$ cat src/rtl/lane_packer.sv
// lane_packer: packs W-bit lanes x,y,z,w (x lowest) into a 4*W operand bus with carry-in,
// double-buffered (fill buffer + output register). Optional macro: LANE_PACKER_SUM_EN.
module lane_packer #(
   parameter int W = 8
) (
   input  logic           clk,
   input  logic           rst,
   input  logic [W-1:0]   in_data,
   input  logic           in_cin,
   input  logic           in_last,
   input  logic           in_valid,
   output logic           in_ready,
   output logic [4*W-1:0] out_ins,
   output logic           out_cin,
   output logic [2:0]     out_lanes,
   output logic           out_valid,
   input  logic           out_ready
`ifdef LANE_PACKER_SUM_EN
   ,
   output logic [W+1:0]   out_sum,
   output logic           out_sum_zero
`endif
);

   logic [3:0][W-1:0] fill_buf;
   logic [3:0][W-1:0] merged;
   logic              fill_cin;
   logic              fill_full;
   logic [1:0]        idx;
   logic              grp_cin;
   logic              slot_free;
   logic              accept;
   logic              close;
   logic              load;

   assign slot_free = ~out_valid | out_ready;
   assign in_ready  = ~fill_full;
   assign accept    = in_valid & ~fill_full;
   assign close     = accept & ((idx == 2'd3) | in_last);
   assign load      = (fill_full | close) & slot_free;

   // merged is both the next fill buffer and the group to load; a lane-0 beat
   // clears the upper lanes so short groups never carry stale data.
   always_comb begin
      merged = fill_buf;
      for (int i = 0; i < 4; i++) begin
         if (accept && idx == 2'(i))
            merged[i] = in_data;
         else if (accept && idx == 2'd0)
            merged[i] = '0;
      end
   end

   assign grp_cin = (accept && idx == 2'd0) ? in_cin : fill_cin;

   always_ff @(posedge clk or posedge rst) begin
      if (rst) begin
         fill_buf  <= '0;
         fill_cin  <= 1'b0;
         fill_full <= 1'b0;
         idx       <= 2'd0;
         out_ins   <= '0;
         out_cin   <= 1'b0;
         out_lanes <= 3'd0;
         out_valid <= 1'b0;
      end else begin
         fill_buf <= merged;
         if (accept && idx == 2'd0)
            fill_cin <= in_cin;
         if (load) begin
            // idx still points at the closing lane, whether direct or from the held group
            out_ins   <= merged;
            out_cin   <= grp_cin;
            out_lanes <= {1'b0, idx} + 3'd1;
            out_valid <= 1'b1;
            idx       <= 2'd0;
            fill_full <= 1'b0;
         end else begin
            if (out_ready)
               out_valid <= 1'b0;
            if (close)
               fill_full <= 1'b1;
            else if (accept)
               idx <= idx + 2'd1;
         end
      end
   end

`ifdef LANE_PACKER_SUM_EN
   logic [W+1:0] grp_sum;

   always_comb begin
      grp_sum = {{(W+1){1'b0}}, grp_cin};
      for (int i = 0; i < 4; i++)
         grp_sum = grp_sum + {2'b00, merged[i]};
   end

   always_ff @(posedge clk or posedge rst) begin
      if (rst) begin
         out_sum      <= '0;
         out_sum_zero <= 1'b0;
      end else if (load) begin
         out_sum      <= grp_sum;
         out_sum_zero <= (grp_sum == '0);
      end
   end
`endif

endmodule

$ cat config.mk
export PLATFORM = sky130hd
export DESIGN_NAME = lane_packer
export DESIGN_NICKNAME = d
export VERILOG_FILES = /design/src/rtl/lane_packer.sv
export SDC_FILE = /design/constraint.sdc
export NUM_CORES = 1
export LEC_CHECK = 0
export CAP_MARGIN = 15
export CORE_ASPECT_RATIO = 1.25
export CORE_UTILIZATION = 46
export DETAILED_ROUTE_END_ITERATION = 16
export MAX_ROUTING_LAYER = met4
export PLACE_DENSITY_LB_ADDON = 0.05
export SYNTH_ARGS = -nofsm -noshare
export SYNTH_HDL_FRONTEND = slang
export SYNTH_SLANG_ARGS = --single-unit
$ cat constraint.sdc
create_clock -name clk -period 2.3 [get_ports clk]
set_input_delay 0.46 -clock clk [delete_from_list [all_inputs] [get_ports clk]]
set_output_delay 0.46 -clock clk [all_outputs]
set_load 0.02 [all_outputs]
==> results of run 1 <==
[sequential cells by signal, summed over array words and instances, names as in the netlist]
name and flops:
fill_buf 32, fill_cin 1, fill_full 1, idx 2
out_cin 1, out_ins 32, out_lanes 3, out_valid 1
[per-stage QoR]
stage          total power, mW  area, um2  util [%]  hold WS (ns)  std cells
2_1_floorplan             3.04       2770         -         0.460        178
3_3_place_gp              3.74       3360      58.1         0.474        291
3_5_place_dp              3.82       3360      58.1         0.476        291
4_1_cts                   5.12       3610      62.5         0.497        307
5_1_grt                   5.34       3610      62.5         0.511        307
6_report                  5.07       3610      62.5         0.493        307
[synth_stat cells]
| cell | n |
|---|---|
| dfrtp_1 | 73 |
| nor2b_1 | 1 |
| nand2_1 | 2 |
| o21ai_2 | 1 |
| nand2b_1 | 1 |
| inv_1 | 4 |
| and2_0 | 1 |
| a22o_1 | 24 |
| nand2_2 | 1 |
| inv_2 | 1 |
| o21ai_1 | 3 |
| xnor2_1 | 1 |
| ha_1 | 4 |
| buf_6 | 1 |
| nor3b_1 | 1 |
| mux2i_1 | 1 |
| buf_2 | 6 |
| mux2_2 | 44 |
| and2_1 | 2 |
| o21a_1 | 1 |
| nor2_1 | 4 |
| o21ai_0 | 1 |
[worst paths after layout]
check | startpoint | endpoint | slack (ns) | cells past startpoint
max | idx[0]$_DFFE_PP0P_ | out_ins[10]$_DFFE_PP0P_ | 0.25 | 5
min | fill_buf[29]$_DFF_PP0_ | fill_buf[29]$_DFF_PP0_ | 0.49 | 1
max reg2reg | idx[0]$_DFFE_PP0P_ | out_ins[10]$_DFFE_PP0P_ | 0.25 | 5
min reg2reg | fill_buf[29]$_DFF_PP0_ | fill_buf[29]$_DFF_PP0_ | 0.49 | 1
max in group asynchronous | rst | fill_buf[30]$_DFF_PP0_ | 1.43 | 3
min in group asynchronous | rst | fill_buf[18]$_DFF_PP0_ | 0.56 | 3
[where the power goes]
part	total (mW)	internal, mW	switching, mW
combinational	1.77	0.920	0.852
clock	1.30	0.832	0.464
sequential	2.01	1.78	0.224
total	5.07	3.53	1.54
[layout make-up]
class                      instances  area, um2  area share, %
clock buffer                      11        131           3.63
clock inverter                     5        128           3.53
inverter                           5       22.5          0.623
multi-input combinational         93        878           24.3
sequential                        73       1830           50.5
tap                               66       82.6           2.28
timing repair buffer              54        546           15.1
[logic make-up (layout without fill, tap and decap cells)]
| family | after synthesis | in the layout |
|---|---|---|
| simple gates | 13 | 13 |
| mux | 45 | 45 |
| flops | 73 | 73 |
| compound gates | 30 | 30 |
| xor+xnor | 1 | 1 |
| fa+ha+maj | 4 | 4 |
| buf+inv | 12 | 75 |
[metal layers]
metal	part of all wire, %	routed length (um)	GRT usage [%]	vias up
li1	-	-	-	751
met1	42	2390	24.2	891
met2	52	2930	32.3	45
met3	3.8	212	3.19	8
met4	1.5	87	12.0	0
met5	0	0	-	-
==> flow_summary.ini, run 1 <==
[worst_setup_path]
critical_path.top_delay_family = buffers and inverters
max_stage_delay_ns = 0.56
crit_path_end_kind = flop
cp-start-kind = flop
critical_path_buf_inv_count = 1
cp.required_ns = 2.53
cp.arrival_ns = 2.28
slowest_stage = inv_2
worstPathMaxFanout = 35
critPathKind = reg2reg
crit_path_cell_trace = ha_1 > o21a_1 > o21ai_2 > inv_2 > mux2_2

[hold_path]
min-delay-path-class = reg2reg

[sta]
tightest_slew_ns = 0.757
period_needed_ns = 2.05
tns_ns = 0
max_clock_freq_ghz = 0.488
slew_viol_final = 0
worst_slack_ns = 0.249
slew_headroom_pct = 49.5
hold_viol = 0
skew_ns = 0.00853
rsz0062_at_grt = no
finalSetupViolCount = 0
finalCritPeriodShare_pct = 89.2

[synth]
synth_top_area_share_pct = 66.1
syn_inst = 178
synthXorXnorAreaFrac_pct = 0.317
synth_top_family_by_area = multiplexers
synth_nets = 196
ys_seq_elements = 73
yosys_warnings = 0
yosys.area_share.adder_pct = 1.81
synth-compound-area-share_pct = 8.91
ys_seq_area_share_pct = 66.1
yosysTopAreaCell = dfrtp_1
synth_area_leaders = dfrtp_1, mux2_2, a22o_1
syn_area_mm2 = 0.00277
synth.avg_cell_area_um2 = 15.5
synthMuxAreaShare_pct = 18.3
synth_cell_types = 22
synth_simple_gate_area_share_pct = 2.44

[pwr]
powerDensity_mw_per_mm2 = 1400
ir_drop_v = 0.000802
leakage_nw = 1.66

[routing]
via_count = 1695
drc = 3
drtIter0Drc = 118
drt-pass1-iter-count = 10
postRouteAntennaNets = 0
wl_per_cell_um = 18.3
viasPerCell = 5.52
drt-total-wl_um = 5620

[clock_tree]
cts_sinks = 73
htreeDepth = 3
cts_hold_buf = 0
cts_root_buffer = clkbuf_8
tritoncts = built
path_clk_slew_ns = 0.07
clockBufferDepth = 2
postCtsSetupBuffers = 0
cts_made_buffers = 9
cts_resized = 0
clkLatencyLatePin_ns = 0.34

[grt]
antenna_found_initial = 0
grt_pass1_vias = 1791
grt_overflow = 0
gr-usage-all-layers_pct = 20.2
grt_pass1_wl_um = 8980
grt_start_max_net_pins = 74

[floorplanning]
die_y_um = 88.7
fp.dieW_um = 71.3
placementRows = 31
start_util_pct = 47.8
die_area_mm2 = 0.00633
coreArea_mm2 = 0.00578
ios = 52

[place]
dp_slack_ns = -0.0120
port_buffers = 51
dp_hpwl_um = 3660
gp_congestion = 0.698

[outcome]
status = finished with violations
failed_checks = DRC

[cells_and_area]
diodes = 0
final_cell_mix = dfrtp_1, clkdlybuf4s50_1, mux2_2, a22o_1, clkbuf_8
area_growth_pct = 30.7
fin_nets = 254
fillCellCount = 439
final_layout_size_suffix_gt1_share_pct = 27.0
layout_commonest_cell = dfrtp_1

[flow_run]
maxCapViolCount = 0
Note: power is estimated with default switching activity, not from simulation.
==> run 2, diff against run 1 <==
- GPL_ROUTABILITY_DRIVEN: default -> 0
==> results of run 2 <==
Same layout as run 1: the final DEF is identical, and so are final timing and power.
==> run 3, diff against run 2 <==
- PLACE_DENSITY: default -> 0.75
- PLACE_DENSITY_LB_ADDON: 0.05 -> default
- SLEW_MARGIN: default -> 20
==> flow_summary.ini, run 3 (synthesis results as in run 1) <==
[outcome]
status = finished with violations
failed_checks = DRC

[sta]
finalSetupViolCount = 0
slew_headroom_pct = 61.6
tightest_slew_ns = 0.575
skew_ns = 0.00740
timing.hold.ws_ns = 0.492
slew_viol_final = 0
period_needed_ns = 1.98
finalCritPeriodShare_pct = 86.0
worst_slack_ns = 0.323
hold_viol = 0
max_clock_freq_ghz = 0.506
rsz0062_at_grt = no

[cells_and_area]
fillCellCount = 471
top_regs = fill_buf: 32 flops, out_ins: 32 flops, out_lanes: 3 flops
fin_nets = 258
layout_commonest_cell = dfrtp_1
area_growth_pct = 29.2
final_cell_mix = dfrtp_1, clkdlybuf4s50_1, mux2_2, a22o_1, clkbuf_8
final_cell_count_no_fill = 308
final_layout_size_suffix_gt1_share_pct = 27.3
diodes = 0

[worst_setup_path]
crit_path_end_kind = flop
cp.arrival_ns = 2.25
critPathKind = in2reg
cp.required_ns = 2.57
worstPathMaxFanout = 8
cp-start-kind = primary input

[clock_tree]
cts_made_buffers = 9
cts_root_buffer = clkbuf_8
cts_sinks = 73
cts_resized = 0
path_clk_slew_ns = 0.06
postCtsSetupBuffers = 0
cts_hold_buf = 0
clockBufferDepth = 2
clkLatencyLatePin_ns = 0.33
tritoncts = built
htreeDepth = 3

[pwr]
ir_drop_v = 0.000714
leakage_nw = 1.65
powerDensity_mw_per_mm2 = 1290

[grt]
grt_overflow = 0
grt_pass1_wl_um = 8040
grt_pass1_vias = 1579
antenna_found_initial = 0
grt_start_max_net_pins = 36
gr-usage-all-layers_pct = 18.5

[floorplanning]
fp.dieW_um = 71.3
start_util_pct = 47.8
coreArea_mm2 = 0.00578
die_y_um = 88.7
die_area_mm2 = 0.00633
placementRows = 31
ios = 52

[routing]
drtIter0Drc = 81
postRouteAntennaNets = 0
drt-total-wl_um = 5110
drc = 2
drt-pass1-iter-count = 10
viasPerCell = 5.23
wl_per_cell_um = 16.6
via_count = 1610

[place]
numPlacedInstances = 295
dp_slack_ns = -0.0153
dp_hpwl_um = 3440
port_buffers = 51

[flow_run]
maxCapViolCount = 0

[hold_path]
min-delay-path-class = reg2reg
[run 3: cell count changes in the layout (fill, tap and decap cells not counted)]
cell	change
buf_4	+1
buf_12	+3
clkinv_2	+1
clkinvlp_4	-1
bufinv_16	-4
clkbuf_8	+1
[run 3: area by class of cell]
class / count / area, um2 / area share [%]
Inverter: 5 / 22.5 / 0.630
Clock buffer: 12 / 145 / 4.06
Multi-Input combinational cell: 93 / 878 / 24.6
Clock inverter: 1 / 5.00 / 0.140
Sequential cell: 73 / 1830 / 51.1
Timing Repair Buffer: 58 / 613 / 17.2
Tap cell: 66 / 82.6 / 2.31
[run 3: routing by layer]
metal	GRT usage, %	routed length (um)
met1	23.4	2330
met2	27.0	2500
met3	5.58	188
met4	9.27	78
met5	-	0
[run 3: path summary, 6_finish.rpt]
path | start | to | slack (ns) | depth (start not counted)
setup / recovery | in_valid | out_ins[20]$_DFFE_PP0P_ | 0.32 | 5
max in group asynchronous | rst | fill_buf[20]$_DFF_PP0_ | 1.25 | 3
hold / removal | fill_buf[29]$_DFF_PP0_ | fill_buf[29]$_DFF_PP0_ | 0.49 | 1
min in group asynchronous | rst | out_ins[10]$_DFFE_PP0P_ | 0.54 | 2
hold reg to reg | fill_buf[29]$_DFF_PP0_ | fill_buf[29]$_DFF_PP0_ | 0.49 | 1
setup reg to reg | idx[0]$_DFFE_PP0P_ | out_ins[7]$_DFFE_PP0P_ | 0.44 | 6
[run 3: metrics by stage]
stage | setup TNS [ns] | power [mW] | area (um2) | utilization, %
floorplan | 0 | 3.04 | 2770 | -
global placement | 0 | 3.79 | 3420 | 59.2
detailed placement | -0.0327 | 3.83 | 3420 | 59.2
CTS | 0 | 4.65 | 3570 | 61.8
global route | 0 | 4.88 | 3570 | 61.8
finish | 0 | 4.60 | 3570 | 61.8
[run 3: critical path, cell delays in order]
cell and delay, ns:
clkdlybuf4s50_1 0.47, nor2b_1 0.38, and2_0 0.53, a22o_1 0.26, mux2_2 0.15
[run 3: report_power, final]
part	switching, mW	internal (mW)
Sequential	0.226	1.78
Combinational	0.830	0.954
Clock	0.409	0.402
Total	1.46	3.14
